## config.mk

```make
export PLATFORM = sky130hd
export DESIGN_NAME = inst_fetch_flat
export DESIGN_NICKNAME = d
export VERILOG_FILES = /design/src/rtl/inst_fetch_pkg.sv /design/src/rtl/inst_fetch_if.sv /design/src/rtl/inst_fetch.sv /design/src/flat_wrapper.sv
export SDC_FILE = /design/constraint.sdc
export NUM_CORES = 1
export LEC_CHECK = 0
export ABC_AREA = 1
export BUFFER_PORTS_ARGS = -buffer_cell sky130_fd_sc_hd__buf_2
export CORE_MARGIN = 5
export CORE_UTILIZATION = 60
export DETAILED_ROUTE_END_ITERATION = 6
export GPL_ROUTABILITY_DRIVEN = 0
export PLACE_DENSITY = 0.85
export SLEW_MARGIN = 20
export SYNTH_ARGS = -nofsm -noshare
export SYNTH_HDL_FRONTEND = slang
export SYNTH_SLANG_ARGS = --single-unit
```

## constraint.sdc

```tcl
create_clock -name clk -period 2.9 [get_ports clk]
set_clock_uncertainty 0.2 [all_clocks]
set_input_delay 0.58 -clock clk [delete_from_list [all_inputs] [get_ports clk]]
set_output_delay 0.58 -clock clk [all_outputs]
set_load 0.005 [all_outputs]
```

## src/rtl/inst_fetch_pkg.sv

```systemverilog
// Shared CPU definitions: NOP encoding, base opcodes used by fetch and decode,
// and the fetch-stage state encoding.
package inst_fetch_pkg;

  localparam logic [31:0] NOP_INST = 32'h0000_0000;

  localparam logic [6:0] OP_NOP    = 7'b0000000;
  localparam logic [6:0] OP_LUI    = 7'b0110111;
  localparam logic [6:0] OP_AUIPC  = 7'b0010111;
  localparam logic [6:0] OP_JAL    = 7'b1101111;
  localparam logic [6:0] OP_JALR   = 7'b1100111;
  localparam logic [6:0] OP_BRANCH = 7'b1100011;
  localparam logic [6:0] OP_LOAD   = 7'b0000011;
  localparam logic [6:0] OP_STORE  = 7'b0100011;
  localparam logic [6:0] OP_IMM    = 7'b0010011;
  localparam logic [6:0] OP_REG    = 7'b0110011;

  typedef enum logic [1:0] {
    FETCH  = 2'd0,
    HOLD   = 2'd1,
    SQUASH = 2'd2
  } fetch_state_t;

endpackage

```

## src/rtl/inst_fetch_if.sv

```systemverilog
// Instruction-memory request/response bus. The fetch stage is the master and
// the memory is the slave.
interface inst_fetch_if #(
  parameter int PC_W = 32
);
  import inst_fetch_pkg::*;

  logic            imem_req;
  logic [PC_W-1:0] imem_addr;
  logic            imem_ready;
  logic [31:0]     imem_rdata;

  modport master (output imem_req, output imem_addr, input imem_ready, input imem_rdata);
  modport slave  (input imem_req, input imem_addr, output imem_ready, output imem_rdata);

endinterface

```

## src/rtl/inst_fetch.sv

```systemverilog
// Instruction fetch: word-addressed PC, ready-handshake memory requests, IF/ID
// register, one-entry hold buffer for stalls and squash of wrong-path fetches.
module inst_fetch
  import inst_fetch_pkg::*;
#(
  parameter int              PC_W     = 32,
  parameter logic [PC_W-1:0] RESET_PC = '0
) (
  input  logic            clk,
  input  logic            rst,
  inst_fetch_if.master    imem,
  input  logic            stall,
  input  logic            br_taken,
  input  logic [PC_W-1:0] br_target,
  output logic [31:0]     inst,
  output logic [PC_W-1:0] pc_out,
  output logic            valid
);

  fetch_state_t    state_reg, state_next;
  logic [PC_W-1:0] pc_reg, pc_next;
  logic [PC_W-1:0] req_addr_reg, req_addr_next;
  logic [31:0]     inst_reg, inst_next;
  logic [PC_W-1:0] pc_out_reg, pc_out_next;
  logic            valid_reg, valid_next;
  logic [31:0]     hbuf_inst_reg, hbuf_inst_next;
  logic [PC_W-1:0] hbuf_pc_reg, hbuf_pc_next;
  logic [PC_W-1:0] pc_inc;

  assign pc_inc = pc_reg + PC_W'(1);

  // No request while reset is held, so a response landing then is ignored.
  assign imem.imem_req  = (state_reg != HOLD) && !rst;
  assign imem.imem_addr = req_addr_reg;

  assign inst   = inst_reg;
  assign pc_out = pc_out_reg;
  assign valid  = valid_reg;

  always_ff @(posedge clk) begin
    if (rst) begin
      state_reg     <= FETCH;
      pc_reg        <= RESET_PC;
      req_addr_reg  <= RESET_PC;
      inst_reg      <= NOP_INST;
      pc_out_reg    <= '0;
      valid_reg     <= 1'b0;
      hbuf_inst_reg <= NOP_INST;
      hbuf_pc_reg   <= '0;
    end else begin
      state_reg     <= state_next;
      pc_reg        <= pc_next;
      req_addr_reg  <= req_addr_next;
      inst_reg      <= inst_next;
      pc_out_reg    <= pc_out_next;
      valid_reg     <= valid_next;
      hbuf_inst_reg <= hbuf_inst_next;
      hbuf_pc_reg   <= hbuf_pc_next;
    end
  end

  always_comb begin
    state_next     = state_reg;
    pc_next        = pc_reg;
    req_addr_next  = req_addr_reg;
    inst_next      = inst_reg;
    pc_out_next    = pc_out_reg;
    valid_next     = valid_reg;
    hbuf_inst_next = hbuf_inst_reg;
    hbuf_pc_next   = hbuf_pc_reg;

    // A redirect flushes IF/ID regardless of stall; pc_out is left as is.
    if (br_taken) begin
      inst_next  = NOP_INST;
      valid_next = 1'b0;
    end

    case (state_reg)
      FETCH: begin
        if (br_taken) begin
          pc_next = br_target;
          if (imem.imem_ready) req_addr_next = br_target;
          else                 state_next    = SQUASH;
        end else if (imem.imem_ready) begin
          pc_next = pc_inc;
          if (!stall || !valid_reg) begin
            inst_next     = imem.imem_rdata;
            pc_out_next   = req_addr_reg;
            valid_next    = 1'b1;
            req_addr_next = pc_inc;
          end else begin
            hbuf_inst_next = imem.imem_rdata;
            hbuf_pc_next   = req_addr_reg;
            state_next     = HOLD;
          end
        end
      end
      HOLD: begin
        if (br_taken) begin
          pc_next       = br_target;
          req_addr_next = br_target;
          state_next    = FETCH;
        end else if (!stall) begin
          inst_next     = hbuf_inst_reg;
          pc_out_next   = hbuf_pc_reg;
          valid_next    = 1'b1;
          req_addr_next = pc_reg;
          state_next    = FETCH;
        end
      end
      SQUASH: begin
        // The outstanding wrong-path response is consumed and dropped here.
        if (br_taken) pc_next = br_target;
        if (imem.imem_ready) begin
          req_addr_next = br_taken ? br_target : pc_reg;
          state_next    = FETCH;
        end
      end
      default: state_next = FETCH;
    endcase
  end

endmodule

```

## src/flat_wrapper.sv

```systemverilog
// flat-port wrapper written by rule: the top's interface ports become plain ports
module inst_fetch_flat import inst_fetch_pkg::*;
#(
  parameter int              PC_W     = 32,
  parameter logic [PC_W-1:0] RESET_PC = '0
)
  (clk, rst, stall, br_taken, br_target, inst, pc_out, valid, imem_imem_req, imem_imem_addr, imem_imem_ready, imem_imem_rdata);
  inst_fetch_if #(.PC_W(PC_W)) imem_i ();
  input  logic clk;
  input  logic rst;
  input  logic stall;
  input  logic br_taken;
  input  logic [PC_W-1:0] br_target;
  output logic [31:0] inst;
  output logic [PC_W-1:0] pc_out;
  output logic valid;
  output wire logic [$bits(imem_i.imem_req)-1:0] imem_imem_req;
  output wire logic [$bits(imem_i.imem_addr)-1:0] imem_imem_addr;
  input wire logic [$bits(imem_i.imem_ready)-1:0] imem_imem_ready;
  input wire logic [$bits(imem_i.imem_rdata)-1:0] imem_imem_rdata;
  assign imem_imem_req = imem_i.imem_req;
  assign imem_imem_addr = imem_i.imem_addr;
  assign imem_i.imem_ready = imem_imem_ready;
  assign imem_i.imem_rdata = imem_imem_rdata;
  inst_fetch #(.PC_W(PC_W), .RESET_PC(RESET_PC)) u_core (.clk(clk), .rst(rst), .imem(imem_i), .stall(stall), .br_taken(br_taken), .br_target(br_target), .inst(inst), .pc_out(pc_out), .valid(valid));
endmodule
```

After elaboration in Yosys (flattened, before gate mapping)
Index checks and enable logic that the tools add are counted.
- add/subtract/negate cells: 1
- bitwise gates (word level): 2
- equal/unequal tests: 14
- muxes and demuxes: 40
- reductions and logical operators: 15
- operators by type and width (kind ; count):
    32-bit 2-to-1 mux ; 21
    32-bit case mux with 2 select lines ; 3
    32-bit case mux with 3 select lines ; 1
    32-bit by 1-bit adder with 32-bit output (second input constant) ; 1
    2-bit 2-to-1 mux ; 7
    3-bit inequality test (second input constant) ; 4
    2-bit inequality test (second input constant) ; 5
    5-bit AND reduction ; 2
    1-bit 2-to-1 mux ; 6
    2-bit case mux with 3 select lines ; 1
    6-bit AND reduction ; 1
    2-bit by 1-bit inequality test with 1-bit output (second input constant) ; 2
    4-bit AND reduction ; 1
    2-bit nonzero test ; 2
    1-bit zero test ; 3
    3-bit by 2-bit inequality test with 1-bit output (second input constant) ; 1
    3-bit nonzero test ; 1
    2-bit by 1-bit == test with 1-bit output (second input constant) ; 1
    2-bit == test (second input constant) ; 1
    2-bit zero test ; 1
    1-bit NOT ; 2
    1-bit case mux with 2 select lines ; 1
    2-bit AND reduction ; 1
    2-bit OR reduction ; 1
    2 further kinds ; 2
- word-level logic and storage cells: 80
- output and inout bits: 98
- input port bits: 69
- register bits after elaboration: 195

Depth between registers and ports, before layout
Gate-level depths: netlist of run 1.
- depth after elaboration: 6
- mapped depth: 12
- mapped depth without buffers: 12

Worst setup path before layout of run 1
Ideal clock, no wire load.
- path type: input-to-output
- from: input rst
- to: output imem_imem_req
- slack: 0.951 ns
- required time: 2.120 ns
- arrival: 1.169 ns
- stages: 3
- buffers on the path: 2
- cells stage by stage: clkbuf_1 > clkbuf_1 > nor2_1
- word-level cells in the longest chain between the ends: 2
- RTL lines (what ; RTL line ; RTL):
    start: declaration ; flat_wrapper.sv:10 ; input logic rst;
    1-bit zero test ; inst_fetch.sv:33 ; assign imem.imem_req = (state_reg != HOLD) && !rst;
    1-bit logical AND ; inst_fetch.sv:33 ;
    end: declaration ; flat_wrapper.sv:17 ; output wire logic [$bits(imem_i.imem_req)-1:0] imem_imem_req;
Every way passes these cells.

Final worst setup path of run 1
- from: register u_core.state_reg[1]
- to: output imem_imem_req
- word-level cells in the longest chain between the ends: 2
- RTL lines (what ; RTL line ; RTL):
    start: declaration ; inst_fetch.sv:20 ; fetch_state_t state_reg, state_next;
    start signal: assignment ; inst_fetch.sv:51 ; state_reg <= state_next;
    2-bit by 1-bit inequality test with 1-bit output ; inst_fetch.sv:33 ;
    1-bit logical AND ; inst_fetch.sv:33 ;
Every way passes these cells.

==> reports/qor.yml, run 1 <==
outcome: "completed"
ys_warn_count: 0
syn_nets: 1433
synth_most_common_cell: "nand2_1"
clkTransAtPathRegs_ns: 0.08
firstDrtPassIters: 5
cts_resized: 0
area_delta_synth_final_pct: 16.6
place_hpwl_um: 18200
maxCapViolCount: 0
utilization_pct: 71.0
clock_sinks: 195
slew_violations: 0
cts_setup_buffers: 0
path_max_fanout: 65
synthArstFlopShare_pct: 0
clk_root_buffer_cell: "clkbuf_16"
diodes: 0
yosysSeqAreaShare_pct: 42.4
grt_max_degree: 99
period_minus_slack_ns: 2.62
rows: 45
drive_above_1_share_pct: 17.0
worst-r2r-setup-slack_ns: 0.45
reg2reg_from: "u_core.state_reg[0]$_SDFFE_PP0P_"
worst_setup_path_end_kind: "output pin"
grt_pass1_vias: 8593
fin_nets: 1559
routed_wl_um: 26500
io_pins: 167
route.vias.total: 9636
synth_top_cell_by_area: "dfxtp_1"
hold_viol: 0
synthesis.instances: 1359
hold_class: "in -> reg"
cellPowerDensity_nw_per_um2: 979
crit_type: "reg -> out"
avgSynthCellArea_um2: 6.78
peakVddDrop_v: 0.000638
setup_violations: 0
period_share_pct: 90.4
cts_hold_buf: 0
fmax_ghz: 0.382
total_power_mw: 10.5
worst_slew_pin_slew_ns: 0.747
routedWlPerCell_um: 15.7
die-area_um2: 17900
grt_usage_pct: 29.4
holdPathEnd: "u_core.hbuf_inst_reg[7]$_SDFFE_PP0P_"
synthDistinctLibCells: 33
synthesis.area_um2: 9220
drc: 0
synth_seq_cells: 195
layout.cells.non_filler: 1686
dieHeight_um: 134
synthTopCellsByCount: "nand2_1, o21ai_0, dfxtp_1"
rsz0062_at_grt: "false"
ant_nets: 0
cp.arrival_ns: 1.84
p_leak_nw: 4.88
slew_headroom_pct: 50.2
drtIter0Drc: 1268
synth.area.top_cells: "dfxtp_1, o21ai_0, nand2_1"
cts.path.max_buffers: 2
hold_slack_ns: 0.165
die_w_um: 134
tns_ns: 0
timing.rr.end: "u_core.pc_out[14]$_SDFFE_PP0P_"
synth_top_area_share_pct: 42.4
reg2regPathDepth: 9
start_kind: "flip-flop"
dp.cells: 1654
antenna_found_initial: 0
start_util_pct: 60.9
portBuffers: 166
cts_tree: "built"
cp_data_required_time_ns: 2.12
cts-htree-levels: 4
synthFlopType: "dfxtp_1"
grt_pass1_wl_um: 43000
cts_buffers: 17
vias_per_cell: 5.72
synth_edf_count: 0
holdCritStartpoint: "imem_imem_rdata[7]"
holdPathStages: 3
clkLatencyLatePin_ns: 0.45
grt_overflow: 0
core_area_um2: 15100
==> cell families after synthesis <==
logic type	after synthesis	share of synthesized area [%]
adder cells (fa/ha/maj)	5	0.679
XOR/XNOR	2	0.190
AO/OA/AOI/OAI	371	20.9
flip-flops	195	42.4
buffers and inverters	215	10.0
AND/OR/NAND/NOR	571	25.8
==> per-stage QoR <==
step,area (µm²),worst slack (ns)
floorplan,9220,0.951
global placement,10100,0.449
detailed placement,10100,0.397
CTS,10700,0.274
global route,10700,0.158
finish,10700,0.280
==> cells in the final DEF, fill, tap and decap left out, drive strengths merged <==
cell type,count
inv,138
nand2,242
ha,5
bufinv,3
a22oi,1
or2,6
dfxtp,195
o21bai,1
o21ai,217
xor2,1
nand3b,2
buf,188
nor2,199
o311ai,1
nand4,2
a21oi,118
a31oi,30
nand3,120
clkinv,7
clkbuf,17
clkinvlp,1
a211oi,3
xnor2,1
==> report_power, final <==
| group | internal [mW] | switching, mW |
|---|---|---|
| Sequential | 3.39 | 0.581 |
| Combinational | 1.33 | 2.63 |
| Clock | 1.42 | 1.18 |
| Total | 6.13 | 4.39 |
==> layout make-up <==
| class | count | area (µm²) |
|---|---|---|
| clock buffers | 17 | 425 |
| fillers | 1278 | 4400 |
| inverters | 134 | 503 |
| repair buffers | 188 | 1050 |
| well taps | 188 | 235 |
| multi-input cells | 949 | 4390 |
| clock inverters | 15 | 240 |
| flip-flops and latches | 195 | 3900 |
==> routing by layer <==
metal  track usage, %  share of wire [%]
met1             40.5                 43
met2             46.4                 45
met3             5.40                8.4
met4             10.7                3.3
met5                0                  0
==> worst max-delay path by stage <==
stage                                     start                                      to  slack (ns)  depth (start not counted)
4_1_cts        u_core.state_reg[1]$_SDFFE_PP0P_                           imem_imem_req        0.27                          5
2_1_floorplan                               rst                           imem_imem_req        0.95                          3
6_report       u_core.state_reg[1]$_SDFFE_PP0P_                           imem_imem_req        0.28                          5
3_5_place_dp                           br_taken  u_core.imem.imem_addr[11]$_SDFFE_PP0P_        0.40                          9
3_3_place_gp                           br_taken  u_core.imem.imem_addr[17]$_SDFFE_PP0P_        0.45                          9
5_1_grt        u_core.state_reg[1]$_SDFFE_PP0P_                           imem_imem_req        0.16                          5
==> worst max-delay path, stage by stage (launching register included) <==
cell and delay (ns):
dfxtp_1 0.33, inv_1 0.11, ha_2 0.21, buf_4 0.47, nor2_1 0.12, buf_2 0.15
No activity file was read; power rests on OpenSTA's default activity.
==> run 2: changes to the inputs <==
--- a/config.mk
+++ b/config.mk
@@ -8,11 +8,12 @@
 export ABC_AREA = 1
 export BUFFER_PORTS_ARGS = -buffer_cell sky130_fd_sc_hd__buf_2
 export CORE_MARGIN = 5
-export CORE_UTILIZATION = 60
+export CORE_UTILIZATION = 56
 export DETAILED_ROUTE_END_ITERATION = 6
 export GPL_ROUTABILITY_DRIVEN = 0
-export PLACE_DENSITY = 0.85
+export PLACE_DENSITY = 0.8
 export SLEW_MARGIN = 20
 export SYNTH_ARGS = -nofsm -noshare
 export SYNTH_HDL_FRONTEND = slang
 export SYNTH_SLANG_ARGS = --single-unit
+export TNS_END_PERCENT = 5
==> constraint.sdc (replaced) <==
create_clock -name clk -period 2.7 [get_ports clk]
set_clock_uncertainty 0.2 [all_clocks]
set_input_delay 0.54 -clock clk [delete_from_list [all_inputs] [get_ports clk]]
set_output_delay 0.54 -clock clk [all_outputs]
set_load 0.005 [all_outputs]
==> reports/qor.yml, run 2 (synthesis results as in run 1) <==
diodes: 0  # unchanged
reg2regPathDepth: 10  # +1
outcome: "completed"
clock_sinks: 195  # unchanged
pwr-share-seq_pct: 38.9  # +1.2 points
dieHeight_um: 138  # +3.2%
start_kind: "flip-flop"
grt_max_degree: 66  # -33%
clk_root_buffer_cell: "clkbuf_16"
slew_headroom_pct: 51.8  # +1.6 points
ant_nets: 0  # unchanged
p_switching_mw: 4.58  # +4.3%
area_delta_synth_final_pct: 16.0
drtIter0Drc: 1075  # -15%
grt_pass1_vias: 8585  # -0.093%
place_hpwl_um: 18400  # +0.66%
rsz0062_at_grt: "false"
hold_slack_ns: 0.141  # -0.0237 ns
holdPathStages: 3  # unchanged
maxCapViolCount: 0  # unchanged
switching_share_pct: 41.8  # +0.071 points
cts_hold_buf: 0  # unchanged
combPwrFrac_pct: 38.8  # +1.2 points
fmax_ghz: 0.394
clkLatencyLatePin_ns: 0.43  # -0.02 ns
grt_usage_pct: 26.6  # -2.8 points
grt_overflow: 0  # unchanged
cp.arrival_ns: 1.80  # -0.04 ns
hold_viol: 0  # unchanged
period_minus_slack_ns: 2.54
routedWlPerCell_um: 15.3  # -3.1%
vias_per_cell: 5.56  # -2.7%
period_share_pct: 94.0
hold_class: "in -> reg"
io_pins: 167  # unchanged
postPlaceCellArea_um2: 10100  # +0.52%
fin_nets: 1559  # unchanged
cp_data_required_time_ns: 1.96  # -0.16 ns
peakVddDrop_v: 0.000547  # -14%
grt_pass1_wl_um: 42800  # -0.38%
drive_above_1_share_pct: 16.8  # -0.19 points
clkTransAtPathRegs_ns: 0.07  # about the same
holdPathEnd: "u_core.hbuf_inst_reg[9]$_SDFFE_PP0P_"
cts_tree: "built"
firstDrtPassIters: 5  # unchanged
routed_wl_um: 26200  # -1.3%
fillCellCount: 1530  # +20%
route.vias.total: 9551  # -0.88%
slew_violations: 0  # unchanged
worst_slew_pin_slew_ns: 0.723  # -0.0246 ns
p_leak_nw: 4.83  # -0.92%
cts_buffers: 17  # unchanged
fin_area_um2: 10700  # -0.52%
worst-r2r-setup-slack_ns: 0.25  # -0.20 ns
path_max_fanout: 65  # unchanged
core_area_um2: 16300  # +7.9%
intPower_mw: 6.38  # +4.0%
clockPowerShare_pct: 22.4  # -2.3 points
die-area_um2: 19100  # +6.6%
cellPowerDensity_nw_per_um2: 1020  # +4.7%
drc: 0  # unchanged
antenna_found_initial: 0  # unchanged
tns_ns: 0  # unchanged
timing.rr.end: "u_core.imem.imem_addr[11]$_SDFFE_PP0P_"
cts_setup_buffers: 0  # unchanged
portBuffers: 166  # unchanged
setup_violations: 0  # unchanged
total_power_mw: 11.0  # +4.2%
reg2reg_from: "u_core.state_reg[0]$_SDFFE_PP0P_"
cts-htree-levels: 4  # unchanged
worst_setup_path_end_kind: "output pin"
crit_type: "reg -> out"
holdCritStartpoint: "imem_imem_rdata[9]"
die_w_um: 138  # +3.2%
layout_common_cells: "nand2_1, o21ai_0, dfxtp_1"
cts.path.max_buffers: 2  # unchanged
layout_commonest_cell: "nand2_1"
rows: 47  # +4.4%
cts_resized: 0  # unchanged
start_util_pct: 56.4  # -4.5 points
run 2: worst max-delay path by stage:
| stage | start | slack, ns | depth (start not counted) | endpoint |
|---|---|---|---|---|
| 5_1_grt | u_core.state_reg[0]$_SDFFE_PP0P_ | 0.05 | 10 | u_core.pc_reg[11]$_SDFFE_PP0P_ |
| 6_report | u_core.state_reg[1]$_SDFFE_PP0P_ | 0.16 | 5 | imem_imem_req |
| 3_5_place_dp | br_taken | 0.30 | 9 | u_core.imem.imem_addr[11]$_SDFFE_PP0P_ |
| 3_3_place_gp | br_taken | 0.34 | 9 | u_core.imem.imem_addr[11]$_SDFFE_PP0P_ |
| 4_1_cts | u_core.state_reg[1]$_SDFFE_PP0P_ | 0.16 | 5 | imem_imem_req |
| 2_1_floorplan | u_core.state_reg[0]$_SDFFE_PP0P_ | 0.78 | 11 | u_core.imem.imem_addr[11]$_SDFFE_PP0P_ |
run 2: stage by stage:
step	std cells	setup WS, ns	util (%)
5_1_grt	1717	0.0497	65.4
3_5_place_dp	1686	0.297	62.0
6_report	1717	0.162	65.4
4_1_cts	1717	0.162	65.4
3_3_place_gp	1686	0.344	62.0
2_1_floorplan	1359	0.777	-
run 2: layout make-up:
type	count	area [µm²]	share of cell area (%)
well taps	220	275	2.57
clock inverters	12	124	1.16
flip-flops and latches	195	3900	36.5
repair buffers	188	1060	9.90
inverters	134	503	4.71
multi-input cells	949	4390	41.1
clock buffers	19	433	4.05
run 2: power by group through the flow:
| stage | sequential (mW) | combinational (mW) | clock, mW |
|---|---|---|---|
| after global placement | 4.28 | 4.08 | 0 |
| after detailed placement | 4.29 | 4.19 | 0 |
| after CTS | 4.23 | 4.21 | 2.47 |
| final | 4.26 | 4.25 | 2.45 |
| after global routing | 4.34 | 4.79 | 2.61 |
| after floorplan | 4.18 | 2.85 | 0 |
run 2: routing by layer:
metal | share of wire [%] | track usage, % | vias to the layer above
met5 | 0 | 0 | -
met3 | 8.4 | 4.49 | 52
met1 | 45 | 38.4 | 4343
met4 | 2.3 | 8.58 | 0
li1 | - | - | 4709
met2 | 44 | 40.8 | 447
run 2: critical path, cell delays in order, from the launching register on:
cell	delay (ns)
dfxtp_1	0.33
inv_1	0.10
ha_2	0.22
buf_4	0.47
nor2_1	0.09
buf_2	0.16
